`src/rtl/trees_chunk_scheduler.sv`:
```
// trees_chunk_scheduler: splits a tree-inference job into bank-sized chunks and
// sequences ping-pong loading, compute and prediction drain over DMA.
// Optional feature: define TREES_SCHED_PERF_EN to build the job cycle counter
// behind perf_cycles; otherwise perf_cycles is tied to zero.
module trees_chunk_scheduler #(
    parameter int unsigned N_FEATURE     = 32,
    parameter int unsigned MAX_BURST     = 5000,
    parameter int unsigned PRED_PER_WORD = 8
) (
    input  logic        clk,
    input  logic        rst,
    input  logic [31:0] conf_total,
    input  logic [31:0] conf_chunk,
    input  logic [31:0] conf_out_base,
    input  logic        conf_done,
    output logic        acc_done,
    output logic        dma_read_ctrl_valid,
    input  logic        dma_read_ctrl_ready,
    output logic [31:0] dma_read_ctrl_data_index,
    output logic [31:0] dma_read_ctrl_data_length,
    input  logic        dma_read_chnl_valid,
    output logic        dma_read_chnl_ready,
    output logic        load_features,
    output logic        load_bank,
    output logic        compute_start,
    output logic        compute_bank,
    output logic [31:0] compute_len,
    input  logic        compute_done,
    output logic        dma_write_ctrl_valid,
    input  logic        dma_write_ctrl_ready,
    output logic [31:0] dma_write_ctrl_data_index,
    output logic [31:0] dma_write_ctrl_data_length,
    output logic        dma_write_chnl_valid,
    input  logic        dma_write_chnl_ready,
    output logic [31:0] perf_cycles
);

    localparam logic [31:0] NF         = 32'(N_FEATURE);
    localparam logic [31:0] MIN_CHUNK  = 32'(PRED_PER_WORD);
    localparam logic [31:0] MAX_CHUNK  = 32'(MAX_BURST);
    localparam logic [31:0] ALIGN_MASK = ~(32'(PRED_PER_WORD) - 32'd1);
    localparam logic [31:0] WORD_ROUND = 32'(PRED_PER_WORD) - 32'd1;
    localparam int unsigned WORD_SHIFT = $clog2(PRED_PER_WORD);

    typedef enum logic [1:0] {L_IDLE, L_REQ, L_DATA, L_NEXT} load_state_t;
    typedef enum logic [2:0] {C_IDLE, C_START, C_RUN, C_WREQ, C_WDATA} comp_state_t;

    load_state_t lstate, lnext;
    comp_state_t cstate, cnext;

    logic [31:0] total_r, chunk_r, out_base_r;
    logic [31:0] remaining, loaded_samples, done_samples;
    logic [31:0] bank_len [2];
    logic [31:0] rd_beats, beat_cnt, wr_beats, wbeat_cnt;
    logic [1:0]  bank_full;
    logic        job_active, zero_pending, acc_done_r;

    logic [31:0] chunk_clamped, chunk_eff, cur_chunk, rd_len_calc, wr_len_calc;
    logic        start, rd_beat, rd_last, wr_beat, wr_last;

    assign start       = conf_done && (lstate == L_IDLE) && (cstate == C_IDLE)
                         && !job_active && !zero_pending;
    assign cur_chunk   = (remaining < chunk_r) ? remaining : chunk_r;
    assign rd_len_calc = (cur_chunk * NF) >> 1;
    assign wr_len_calc = (bank_len[compute_bank] + WORD_ROUND) >> WORD_SHIFT;
    assign acc_done    = acc_done_r;
    assign compute_len = (cstate != C_IDLE) ? bank_len[compute_bank] : 32'd0;

    // Clamp the requested chunk size into [MIN, MAX] and align it to whole write words
    always_comb begin
        chunk_clamped = conf_chunk;
        if (conf_chunk == 32'd0)
            chunk_clamped = MAX_CHUNK;
        else if (conf_chunk < MIN_CHUNK)
            chunk_clamped = MIN_CHUNK;
        else if (conf_chunk > MAX_CHUNK)
            chunk_clamped = MAX_CHUNK;
        chunk_eff = chunk_clamped & ALIGN_MASK;
    end

    // State registers for the load and compute FSMs
    always_ff @(posedge clk or negedge rst) begin
        if (!rst) begin
            lstate <= L_IDLE;
            cstate <= C_IDLE;
        end else begin
            lstate <= lnext;
            cstate <= cnext;
        end
    end

    // Load FSM: request a chunk read, accept its beats, then wait for a free bank
    always_comb begin
        lnext                     = lstate;
        dma_read_ctrl_valid       = 1'b0;
        dma_read_ctrl_data_index  = 32'd0;
        dma_read_ctrl_data_length = 32'd0;
        dma_read_chnl_ready       = 1'b0;
        load_features             = 1'b0;
        rd_beat                   = 1'b0;
        rd_last                   = 1'b0;
        case (lstate)
            L_IDLE: begin
                if (start && (conf_total != 32'd0))
                    lnext = L_REQ;
            end
            L_REQ: begin
                dma_read_ctrl_valid       = 1'b1;
                dma_read_ctrl_data_index  = (loaded_samples * NF) >> 1;
                dma_read_ctrl_data_length = rd_len_calc;
                if (dma_read_ctrl_ready)
                    lnext = L_DATA;
            end
            L_DATA: begin
                dma_read_chnl_ready = 1'b1;
                load_features       = 1'b1;
                if (dma_read_chnl_valid) begin
                    rd_beat = 1'b1;
                    if (beat_cnt == rd_beats - 32'd1) begin
                        rd_last = 1'b1;
                        lnext   = L_NEXT;
                    end
                end
            end
            L_NEXT: begin
                if (remaining == 32'd0)
                    lnext = L_IDLE;
                else if (!bank_full[load_bank])
                    lnext = L_REQ;
            end
            default: lnext = L_IDLE;
        endcase
    end

    // Compute FSM: start the datapath on a full bank, then drain its predictions
    always_comb begin
        cnext                      = cstate;
        compute_start              = 1'b0;
        dma_write_ctrl_valid       = 1'b0;
        dma_write_ctrl_data_index  = 32'd0;
        dma_write_ctrl_data_length = 32'd0;
        dma_write_chnl_valid       = 1'b0;
        wr_beat                    = 1'b0;
        wr_last                    = 1'b0;
        case (cstate)
            C_IDLE: begin
                if (bank_full[compute_bank])
                    cnext = C_START;
            end
            C_START: begin
                compute_start = 1'b1;
                cnext         = C_RUN;
            end
            C_RUN: begin
                if (compute_done)
                    cnext = C_WREQ;
            end
            C_WREQ: begin
                dma_write_ctrl_valid       = 1'b1;
                dma_write_ctrl_data_index  = out_base_r + (done_samples >> WORD_SHIFT);
                dma_write_ctrl_data_length = wr_len_calc;
                if (dma_write_ctrl_ready)
                    cnext = C_WDATA;
            end
            C_WDATA: begin
                dma_write_chnl_valid = 1'b1;
                if (dma_write_chnl_ready) begin
                    wr_beat = 1'b1;
                    if (wbeat_cnt == wr_beats - 32'd1) begin
                        wr_last = 1'b1;
                        cnext   = C_IDLE;
                    end
                end
            end
            default: cnext = C_IDLE;
        endcase
    end

    // Bank occupancy: a finished load fills its bank, a finished drain frees its bank
    always_ff @(posedge clk or negedge rst) begin
        if (!rst) begin
            bank_full <= 2'b00;
        end else begin
            bank_full <= (bank_full | ({1'b0, rd_last} << load_bank))
                         & ~({1'b0, wr_last} << compute_bank);
        end
    end

    // Job bookkeeping: configuration capture, chunk progress, beat counters, completion
    always_ff @(posedge clk or negedge rst) begin
        if (!rst) begin
            total_r        <= 32'd0;
            chunk_r        <= 32'd0;
            out_base_r     <= 32'd0;
            remaining      <= 32'd0;
            loaded_samples <= 32'd0;
            done_samples   <= 32'd0;
            bank_len[0]    <= 32'd0;
            bank_len[1]    <= 32'd0;
            rd_beats       <= 32'd0;
            beat_cnt       <= 32'd0;
            wr_beats       <= 32'd0;
            wbeat_cnt      <= 32'd0;
            load_bank      <= 1'b0;
            compute_bank   <= 1'b0;
            job_active     <= 1'b0;
            zero_pending   <= 1'b0;
            acc_done_r     <= 1'b0;
        end else begin
            acc_done_r <= 1'b0;
            if (start) begin
                total_r        <= conf_total;
                chunk_r        <= chunk_eff;
                out_base_r     <= conf_out_base;
                remaining      <= conf_total;
                loaded_samples <= 32'd0;
                done_samples   <= 32'd0;
                load_bank      <= 1'b0;
                compute_bank   <= 1'b0;
                if (conf_total == 32'd0)
                    zero_pending <= 1'b1;
                else
                    job_active <= 1'b1;
            end
            if (zero_pending) begin
                zero_pending <= 1'b0;
                acc_done_r   <= 1'b1;
            end
            if ((lstate == L_REQ) && dma_read_ctrl_ready) begin
                bank_len[load_bank] <= cur_chunk;
                rd_beats            <= rd_len_calc;
                beat_cnt            <= 32'd0;
                remaining           <= remaining - cur_chunk;
                loaded_samples      <= loaded_samples + cur_chunk;
            end
            if (rd_beat)
                beat_cnt <= beat_cnt + 32'd1;
            if (rd_last && (remaining != 32'd0))
                load_bank <= ~load_bank;
            if ((cstate == C_WREQ) && dma_write_ctrl_ready) begin
                wr_beats  <= wr_len_calc;
                wbeat_cnt <= 32'd0;
            end
            if (wr_beat)
                wbeat_cnt <= wbeat_cnt + 32'd1;
            if (wr_last) begin
                compute_bank <= ~compute_bank;
                done_samples <= done_samples + bank_len[compute_bank];
                if (done_samples + bank_len[compute_bank] == total_r) begin
                    job_active <= 1'b0;
                    acc_done_r <= 1'b1;
                end
            end
        end
    end

`ifdef TREES_SCHED_PERF_EN
    logic [31:0] perf_r;

    // Job cycle counter: clears on an accepted start, counts while active, holds afterwards
    always_ff @(posedge clk or negedge rst) begin
        if (!rst)
            perf_r <= 32'd0;
        else if (start)
            perf_r <= 32'd0;
        else if (job_active || zero_pending)
            perf_r <= perf_r + 32'd1;
    end

    assign perf_cycles = perf_r;
`else
    assign perf_cycles = 32'd0;
`endif

endmodule

```
`config.mk`:
```
export PLATFORM = sky130hd
export DESIGN_NAME = trees_chunk_scheduler
export DESIGN_NICKNAME = d
export VERILOG_FILES = /design/src/rtl/trees_chunk_scheduler.sv
export SDC_FILE = /design/constraint.sdc
export NUM_CORES = 1
export LEC_CHECK = 0
export CORE_AREA = 2 2 321 164
export CTS_BUF_LIST = sky130_fd_sc_hd__clkbuf_2
export DETAILED_ROUTE_END_ITERATION = 10
export DIE_AREA = 0 0 323 166
export MAX_ROUTING_LAYER = met4
export PLACE_DENSITY = 0.88
export REMOVE_ABC_BUFFERS = 1
export SETUP_SLACK_MARGIN = 0.05
export SLEW_MARGIN = 20
export SYNTH_ARGS = -nofsm -noshare
export SYNTH_HDL_FRONTEND = slang
export SYNTH_SLANG_ARGS = --single-unit
```
`constraint.sdc`:
```
create_clock -name clk -period 5.4 [get_ports clk]
set_clock_uncertainty 0.1 [all_clocks]
set_input_delay 1.08 -clock clk [delete_from_list [all_inputs] [get_ports clk]]
set_output_delay 1.08 -clock clk [all_outputs]
set_load 0.01 [all_outputs]
```
---- Word-level counts from Yosys, hierarchy flattened ----
Index checks and enable logic that the tools add are counted.
cells by class
  add/sub/neg operators ................... 9
  order comparisons ....................... 8
  equal/unequal tests ..................... 20
  shift-type cells ........................ 2
  mux-type cells .......................... 69
  bitwise operators ....................... 7
  reduce and logical (&&, ||, !) cells .... 26
operators by type and width
  kind                   number
  $mux 32                19
  $eq 32x32->1           3
  $logic_not 32->1       3
  $add 32x1->32 const B  2
  $add 32x32->32         2
  $bwmux 64              1
  $reduce_bool 32->1     2
  $mux 31                2
  $add 32x29->32         1
  $add 32x3->32 const B  1
  $demux 32 s1           1
  $gt 32x13->1 const B   1
  $lt 32x32->1           1
  $lt 32x4->1 const B    1
  $mux 1                 32
  $sub 31x1->32 const B  1
  $sub 32x32->32         1
  $sub 29x1->30 const B  1
  $mux 29                1
  $mux 3                 5
  $pmux 3 s5             1
  $ne 2x2->1 const B     7
  $mux 2                 6
  $reduce_and 5->1       2
  other kinds (23)       44
storage, ports and cells
  bits in registers ....................... 385
  bits of input ports ..................... 104

---- Logic depth before layout (Yosys ltp) ----
Gate-level depths: netlist (run 1).
  depth after elaboration ................. 8
  gate-level depth with buffers ........... 24
  gate-level depth less buffers ........... 23

---- Worst setup path before layout (run 1) ----
OpenSTA, ideal clock, no wires.
  path type ............................... reg2reg
  start ................................... register compute_bank
  end ..................................... register acc_done_r (netlist: acc_done)
  data arrival time ....................... 5.384 ns
  required time ........................... 5.235 ns
  slack ................................... -0.149 ns
  cell stages (with the launch flop) ...... 19
  path buffers ............................ 4
  period minus slack after synthesis ...... 5.549 ns
  cells stage by stage .................... dfrtp_1 -> buf_4 -> buf_2 -> buf_1 -> clkbuf_1 -> mux2_2 -> ha_1 -> fa_1 -> a21oi_1 -> o21ai_0 -> o22a_1 -> a221oi_2 -> nor3_1 -> or4_1 -> or4_1 -> nor4_1 -> nand3_1 -> nor4_2 -> or2_1
on the way
  longest elaborated chain between the ends .. 8
RTL lines
  what                                         line  text
  from (decl)                                  26    output logic compute_bank,
  from (signal assigned)                       247   compute_bank <= ~compute_bank;
  $not 1->2 (implied by the code)              249   if (done_samples + bank_len[compute_bank] == total_r) begin
  $mux 32 (implied by the code) (3 in series)  249
  $add 32x32->32                               249
  $eq 32x32->1                                 249
  $mux 1                                       249
  $mux 1                                       246   if (wr_last) begin
  to (signal assigned)                         210   acc_done_r <= 1'b0;
  to (signal assigned)                         227   acc_done_r <= 1'b1;
  to (signal assigned)                         251   acc_done_r <= 1'b1;
  to (decl)                                    56    logic job_active, zero_pending, acc_done_r;
Every way passes these cells. The select of a mux whose other input is x is not followed.
A chain may end at the register's enable or synchronous reset.

---- Worst setup path in the final report (run 1) ----
  start ................................... register compute_bank
  end ..................................... output dma_write_ctrl_data_length[17]
on the way
  longest elaborated chain between the ends .. 6
RTL lines
  what                                         line  text
  $not 1->2 (implied by the code)              65    assign wr_len_calc = (bank_len[compute_bank] + WORD_ROUND) >> WORD_SHIFT;
  $mux 32 (implied by the code) (3 in series)  65
  $add 32x3->32                                65
  $mux 29                                      145   case (cstate)
  to (decl)                                    32    output logic [31:0] dma_write_ctrl_data_length,
Every way passes these cells. The select of a mux whose other input is x is not followed.

==> impl_metrics.py, run 1 <==
metrics = {
    "synthesis": {
        "synth_edf_count": 0,
        "synth.cell_area_mm2": 0.0268,
        "async_flop_share": 1.00,
        "seq_area_frac_synth": 0.355,
        "synthFlopType": "dfrtp_1",
        "avgSynthCellArea_um2": 8.11,
        "yosysUniqueCellTypes": 98,
        "ys_ff_latch": 380,
        "postSynthCellCount": 3302,
        "ys_warn_count": 0,
    },
    "timing": {
        "relSlewSlack": 0.272,
        "setup_violations": 19,
        "fin_hold_ws_ns": 0.370,
        "worstMarginPinSlew_ns": 1.09,
        "hold_viol": 0,
        "fin_ws_ns": -0.370,
        "fin_crit_ns": 5.77,
        "rsz0062_at_grt": "true",
        "period_share": 1.07,
        "fmax_mhz": 173,
        "slew_violations": 0,
        "fin_setup_tns_ns": -2.92,
    },
    "route": {
        "routed_wl_mm": 96.9,
        "drtPass1Iterations": 8,
        "drc": 0,
        "postRouteAntennaNets": 0,
        "vias_per_cell": 6.09,
        "wl_per_cell_um": 21.4,
        "vias": 27489,
        "drt-initial-drc-count": 3773,
    },
    "floorplan": {
        "rows": 59,
        "core-area_mm2": 0.0511,
        "start_util": 0.524,
        "fp.dieH_um": 166,
        "die_x_um": 323,
        "boundaryPins": 305,
        "die_area_mm2": 0.0536,
    },
    "worst_setup_path": {
        "start_kind": "register",
        "critPathMaxFanout": 8,
        "r2r-end": "acc_done",
        "critPathBufInv": 3,
        "crit_required_ns": 4.22,
        "worstSetupPathType": "register to output pin",
        "worstReg2RegStart": "compute_bank",
        "cp_slowest_stage_delay_ns": 0.60,
        "worstPathArrival_ns": 4.59,
        "path_common_cell": "nand4_1",
        "ff2ff_setup_slack_ns": 0.20,
        "crit_path_top_delay_cell": "clkdlybuf4s50_1",
        "worst_setup_path_end_kind": "output pin",
        "worst-r2r-cell-count": 22,
        "crit_family": "simple AND/OR/NAND/NOR gates",
        "path_cells": "buf_6, mux2i_4, o21ai_2, nand4_1, nor4_4, and4_4, nand4_1, buf_4, nor3_2, a21oi_1, nor3_1, clkdlybuf4s50_1",
    },
    "power_and_ir_drop": {
        "power.total_w": 0.0165,
        "leakagePower_nw": 16.0,
        "ir_drop_uv": 267,
        "power_frac_comb": 0.624,
        "powerDensity_mw_per_mm2": 498,
        "swShare": 0.493,
        "p_clk_frac": 0.120,
        "p_sw_w": 0.00813,
        "power_frac_seq": 0.255,
        "p_int_w": 0.00836,
    },
    "grt": {
        "grt_util_all_layers": 0.363,
        "grt_pass1_vias": 25250,
        "grt_overflow": 0,
        "grt_max_degree": 128,
        "antenna_found_initial": 3,
        "grt_first_pass_wirelength_mm": 148,
    },
    "placed_design": {
        "io_buffers": 259,
        "dp_hpwl_mm": 71.0,
        "place_congestion": 1.05,
    },
    "worst_hold_path": {
        "hold_depth": 3,
        "worstHoldPathType": "input port to register",
        "holdPathEnd": "out_base_r[22]",
        "min_from": "conf_out_base[22]",
    },
    "cells_and_area": {
        "fillers": 4216,
        "final_common_cell": "nand2_1",
        "syn2layout_area_growth_pct": 23.5,
        "drive_gt1_frac": 0.159,
        "final_cell_mix": "nand2_1 (516), dfrtp_1 (375), o21ai_0 (294), nor2_1 (262), buf_4 (231)",
        "final_nets": 4011,
    },
    "clock_tree": {
        "cts_sinks": 380,
        "numCtsBuffers": 87,
        "root_buffer": "clkbuf_2",
        "clockBufferDepth": 3,
        "cts_tree": "built",
        "cts-htree-levels": 3,
        "insertion_delay_ns": 1.21,
        "clkTransAtPathRegs_ns": 0.15,
    },
    "flow_run": {
        "drv_cap": 0,
    },
    "outcome": {
        "status": "complete, but fails checks",
        "violations": "negative setup slack",
    },
}
## logic make-up after synthesis
| kind of cell | after synthesis | share of synthesized area |
|---|---|---|
| AND/OR/NAND/NOR | 1373 | 0.244 |
| AO/OA/AOI/OAI | 797 | 0.180 |
| multiplexers | 60 | 0.0232 |
| flip-flops | 380 | 0.355 |
| adder cells (fa/ha/maj) | 158 | 0.0743 |
| buffers and inverters | 317 | 0.0517 |
| XOR/XNOR | 215 | 0.0708 |
| other | 2 | 0.000280 |
## repair_timing
action                                 in CTS  in global routing
gates resized for setup                   212                121
setup buffers                              61                 26
hold buffers                                1                  0
pin swaps                                  47                 43
gates cloned                                1                  0
setup endpoints to repair                  70                 76
endpoints found under the hold margin      87                  0
## worst max-delay path by stage
stage	from	endpoint	slack, ns	depth (start not counted)
2_1_floorplan	remaining[25]	remaining[29]	-1.38	20
3_3_place_gp	done_samples[5]	dma_write_ctrl_data_index[31]	0.10	13
3_5_place_dp	done_samples[5]	dma_write_ctrl_data_index[31]	-0.02	13
4_1_cts	compute_bank	dma_write_ctrl_data_length[24]	-0.44	14
5_1_grt	compute_bank	dma_write_ctrl_data_length[24]	-0.39	14
6_report	compute_bank	dma_write_ctrl_data_length[17]	-0.37	12
## synth_stat cells (20+ instances only)
cell type / count / area share
a31oi_1: 36 / 0.0084
o21ai_0: 307 / 0.057
ha_1: 155 / 0.072
clkbuf_1: 131 / 0.018
buf_4: 47 / 0.013
nand2b_1: 32 / 0.0075
nor3_1: 70 / 0.013
nand4_1: 50 / 0.012
mux2i_1: 43 / 0.016
xor2_1: 84 / 0.027
and2_1: 39 / 0.0091
nor2b_1: 42 / 0.0098
nor2_1: 267 / 0.037
inv_1: 114 / 0.016
o31ai_1: 38 / 0.011
nand3_1: 148 / 0.028
a21oi_1: 188 / 0.035
or3_1: 20 / 0.0047
nor4_1: 45 / 0.011
nand2_1: 523 / 0.073
xnor2_1: 130 / 0.043
dfrtp_1: 380 / 0.35
a21o_1: 79 / 0.022
and3_1: 51 / 0.012
## worst min-delay path: stages
cell and delay (ns):
clkdlybuf4s50_1 0.39, nand2_1 0.05, nand2_1 0.04
## metal layers
metal,global-route usage,vias up,part of all wire
met5,-,-,0
met4,0.0851,0,0.027
met3,0.152,241,0.15
met2,0.461,1737,0.39
met1,0.524,13000,0.43
li1,-,12511,-
## cell type report
class	count	area, µm²	area share
Clock buffer	116	581	0.0175
Sequential cell	380	9520	0.288
Clock inverter	35	198	0.00597
Inverter	115	435	0.0132
Tap cell	701	877	0.0265
Multi-Input combinational cell	2650	16900	0.511
Timing Repair Buffer	516	4580	0.138
Antenna cell	4	10.0	0.000302
## metrics by stage
stage	area, µm²	setup slack, ns	util	std cells
6_report	33100	-0.370	0.648	4517
5_1_grt	33100	-0.391	0.648	4516
4_1_cts	32600	-0.436	0.637	4491
3_5_place_dp	30900	-0.0242	0.604	4278
3_3_place_gp	30900	0.103	0.604	4278
2_1_floorplan	26000	-1.38	-	3144
## power by group through the flow
stage | Clock (W) | Sequential [W] | Combinational [W]
2_1_floorplan | 0 | 0.00396 | 0.00576
3_3_place_gp | 0 | 0.00417 | 0.00927
3_5_place_dp | 0 | 0.00420 | 0.00943
4_1_cts | 0.00197 | 0.00414 | 0.00969
5_1_grt | 0.00213 | 0.00427 | 0.0110
6_report | 0.00198 | 0.00421 | 0.0103
## flip-flops by register name (all words and copies together), names as in the netlist
name,flops
bank_len,64
compute_bank,1
remaining,32
acc_done,1
loaded_samples,27
zero_pending,1
done_samples,32
job_active,1
rd_beats,27
load_bank,1
cstate,3
bank_full,2
beat_cnt,32
out_base_r,32
lstate,2
total_r,32
wr_beats,29
wbeat_cnt,32
chunk_r,29
Power figures use the tool's default switching activity.
==> run 2: changes to the inputs <==
--- a/config.mk
+++ b/config.mk
@@ -5,6 +5,7 @@
 export SDC_FILE = /design/constraint.sdc
 export NUM_CORES = 1
 export LEC_CHECK = 0
+export CAP_MARGIN = 20
 export CORE_AREA = 2 2 321 164
 export CTS_BUF_LIST = sky130_fd_sc_hd__clkbuf_2
 export DETAILED_ROUTE_END_ITERATION = 10
==> run 2 against run 1 <==
Against the previous run: the flow still finishes with violations (negative setup slack); register-to-register slack is essentially flat; die area is the same; worst hold slack lost 0.0019 ns; clock power is essentially flat; non-clock buffer count grew 1.
==> impl_metrics.py, run 2 (synthesis gave the netlist of run 1 again) <==
metrics = {
    "outcome": {
        "status": "complete, but fails checks",
        "violations": "negative setup slack",
    },
    "route": {
        "postRouteAntennaNets": 0,
        "drt-initial-drc-count": 3709,
        "drc": 0,
        "routed_wl_mm": 97.0,
        "vias": 27618,
        "vias_per_cell": 6.11,
        "drtPass1Iterations": 8,
        "wl_per_cell_um": 21.5,
    },
    "placed_design": {
        "dp_hpwl_mm": 71.0,
        "io_buffers": 259,
        "place_congestion": 1.05,
    },
    "timing": {
        "rsz0062_at_grt": "true",
        "fmax_mhz": 174,
        "slew_violations": 0,
        "period_share": 1.06,
        "setup_violations": 18,
        "fin_ws_ns": -0.350,
        "relSlewSlack": 0.270,
        "fin_hold_ws_ns": 0.368,
        "hold_viol": 0,
        "worstMarginPinSlew_ns": 1.09,
        "fin_crit_ns": 5.75,
    },
    "power_and_ir_drop": {
        "ir_drop_uv": 268,
        "power_frac_seq": 0.255,
        "p_sw_w": 0.00813,
        "p_clk_frac": 0.120,
        "leakagePower_nw": 16.0,
        "powerDensity_mw_per_mm2": 498,
        "swShare": 0.493,
        "p_int_w": 0.00836,
        "power_frac_comb": 0.624,
    },
    "cells_and_area": {
        "final_nets": 4012,
        "finish.utilization": 0.648,
        "largest_reg_flops": 64,
        "final_cell_mix": "nand2_1 (516), dfrtp_1 (375), o21ai_0 (294), nor2_1 (262), buf_4 (231)",
        "drive_gt1_frac": 0.159,
        "final_common_cell": "nand2_1",
        "syn2layout_area_growth_pct": 23.6,
        "top_register": "bank_len",
    },
    "floorplan": {
        "start_util": 0.524,
        "core-area_mm2": 0.0511,
        "fp.dieH_um": 166,
        "die_area_mm2": 0.0536,
        "die_x_um": 323,
        "boundaryPins": 305,
        "rows": 59,
    },
    "clock_tree": {
        "root_buffer": "clkbuf_2",
        "cts-htree-levels": 3,
        "clkTransAtPathRegs_ns": 0.15,
        "clockBufferDepth": 3,
        "cts_sinks": 380,
        "insertion_delay_ns": 1.20,
        "cts_tree": "built",
        "numCtsBuffers": 87,
    },
    "grt": {
        "grt_first_pass_wirelength_mm": 148,
        "antenna_found_initial": 4,
        "grt_overflow": 0,
        "grt_max_degree": 128,
        "grt_pass1_vias": 25250,
        "grt_util_all_layers": 0.363,
    },
    "worst_setup_path": {
        "r2r-end": "remaining[30]",
        "worst-r2r-cell-count": 22,
        "worstPathArrival_ns": 4.57,
        "crit_required_ns": 4.22,
        "crit_start": "compute_bank",
        "start_kind": "register",
        "ff2ff_setup_slack_ns": 0.21,
        "worst_setup_path_end_kind": "output pin",
        "worstReg2RegStart": "remaining[20]",
        "endpoint": "dma_write_ctrl_data_length[17]",
        "critPathMaxFanout": 8,
        "worstSetupPathType": "register to output pin",
    },
    "flow_run": {
        "drv_cap": 0,
    },
    "worst_hold_path": {
        "worstHoldPathType": "input port to register",
    },
}
==> run 2: power by group through the flow <==
| stage | Clock (W) | Combinational, W | Sequential [W] |
|---|---|---|---|
| 3_5_place_dp | 0 | 0.00943 | 0.00420 |
| 2_1_floorplan | 0 | 0.00576 | 0.00396 |
| 3_3_place_gp | 0 | 0.00927 | 0.00417 |
| 6_report | 0.00199 | 0.0103 | 0.00421 |
| 5_1_grt | 0.00213 | 0.0110 | 0.00427 |
| 4_1_cts | 0.00197 | 0.00969 | 0.00414 |
==> run 2: routing by layer <==
| layer | up-vias | share of wire | track usage |
|---|---|---|---|
| met5 | - | 0 | - |
| met2 | 1825 | 0.39 | 0.461 |
| met1 | 13064 | 0.43 | 0.524 |
| li1 | 12491 | - | - |
| met3 | 238 | 0.16 | 0.152 |
| met4 | 0 | 0.024 | 0.0851 |
==> run 2: worst min path at each step <==
stage | startpoint | to | cells after the start
2_1_floorplan | zero_pending | acc_done | 1
3_3_place_gp | bank_len[29] | bank_len[29] | 2
3_5_place_dp | bank_len[29] | bank_len[29] | 2
4_1_cts | conf_out_base[3] | out_base_r[3] | 3
5_1_grt | conf_out_base[12] | out_base_r[12] | 3
6_report | conf_out_base[12] | out_base_r[12] | 3
==> run 2: repair_timing <==
| item | CTS | global route |
|---|---|---|
| hold buffers | 1 | 0 |
| pin swaps | 47 | 43 |
| endpoints found under the setup margin | 70 | 76 |
| resized for setup | 212 | 121 |
| setup buffers | 61 | 26 |
| endpoints found under the hold margin | 87 | 0 |
| gates cloned | 1 | 0 |
==> run 2: critical path, cell delays in order, from the launching register on <==
cell and delay (ns):
dfrtp_2 0.52, buf_6 0.16, mux2i_4 0.18, o21ai_2 0.09, nand4_1 0.19, nor4_4 0.29
and4_4 0.30, nand4_1 0.13, buf_4 0.22, nor3_2 0.24, a21oi_1 0.14, nor3_1 0.28
clkdlybuf4s50_1 0.60
==> run 2: area by class of cell <==
type	count	area, µm²
Inverter	115	435
Clock buffer	116	581
Timing Repair Buffer	517	4610
Fill cell	4210	18000
Tap cell	701	877
Multi-Input combinational cell	2650	16900
Antenna cell	5	12.5
Clock inverter	35	198
Sequential cell	380	9520
==> run 2: through the flow <==
stage | std cells | cell area [µm²] | setup WS [ns] | setup TNS, ns | total power [W]
2_1_floorplan | 3144 | 26000 | -1.38 | -41.14 | 0.00973
3_3_place_gp | 4278 | 30900 | 0.103 | 0 | 0.0134
3_5_place_dp | 4278 | 30900 | -0.0242 | -0.0242 | 0.0136
4_1_cts | 4491 | 32600 | -0.436 | -3.09 | 0.0158
5_1_grt | 4518 | 33100 | -0.414 | -5.58 | 0.0174
6_report | 4519 | 33100 | -0.350 | -2.84 | 0.0165
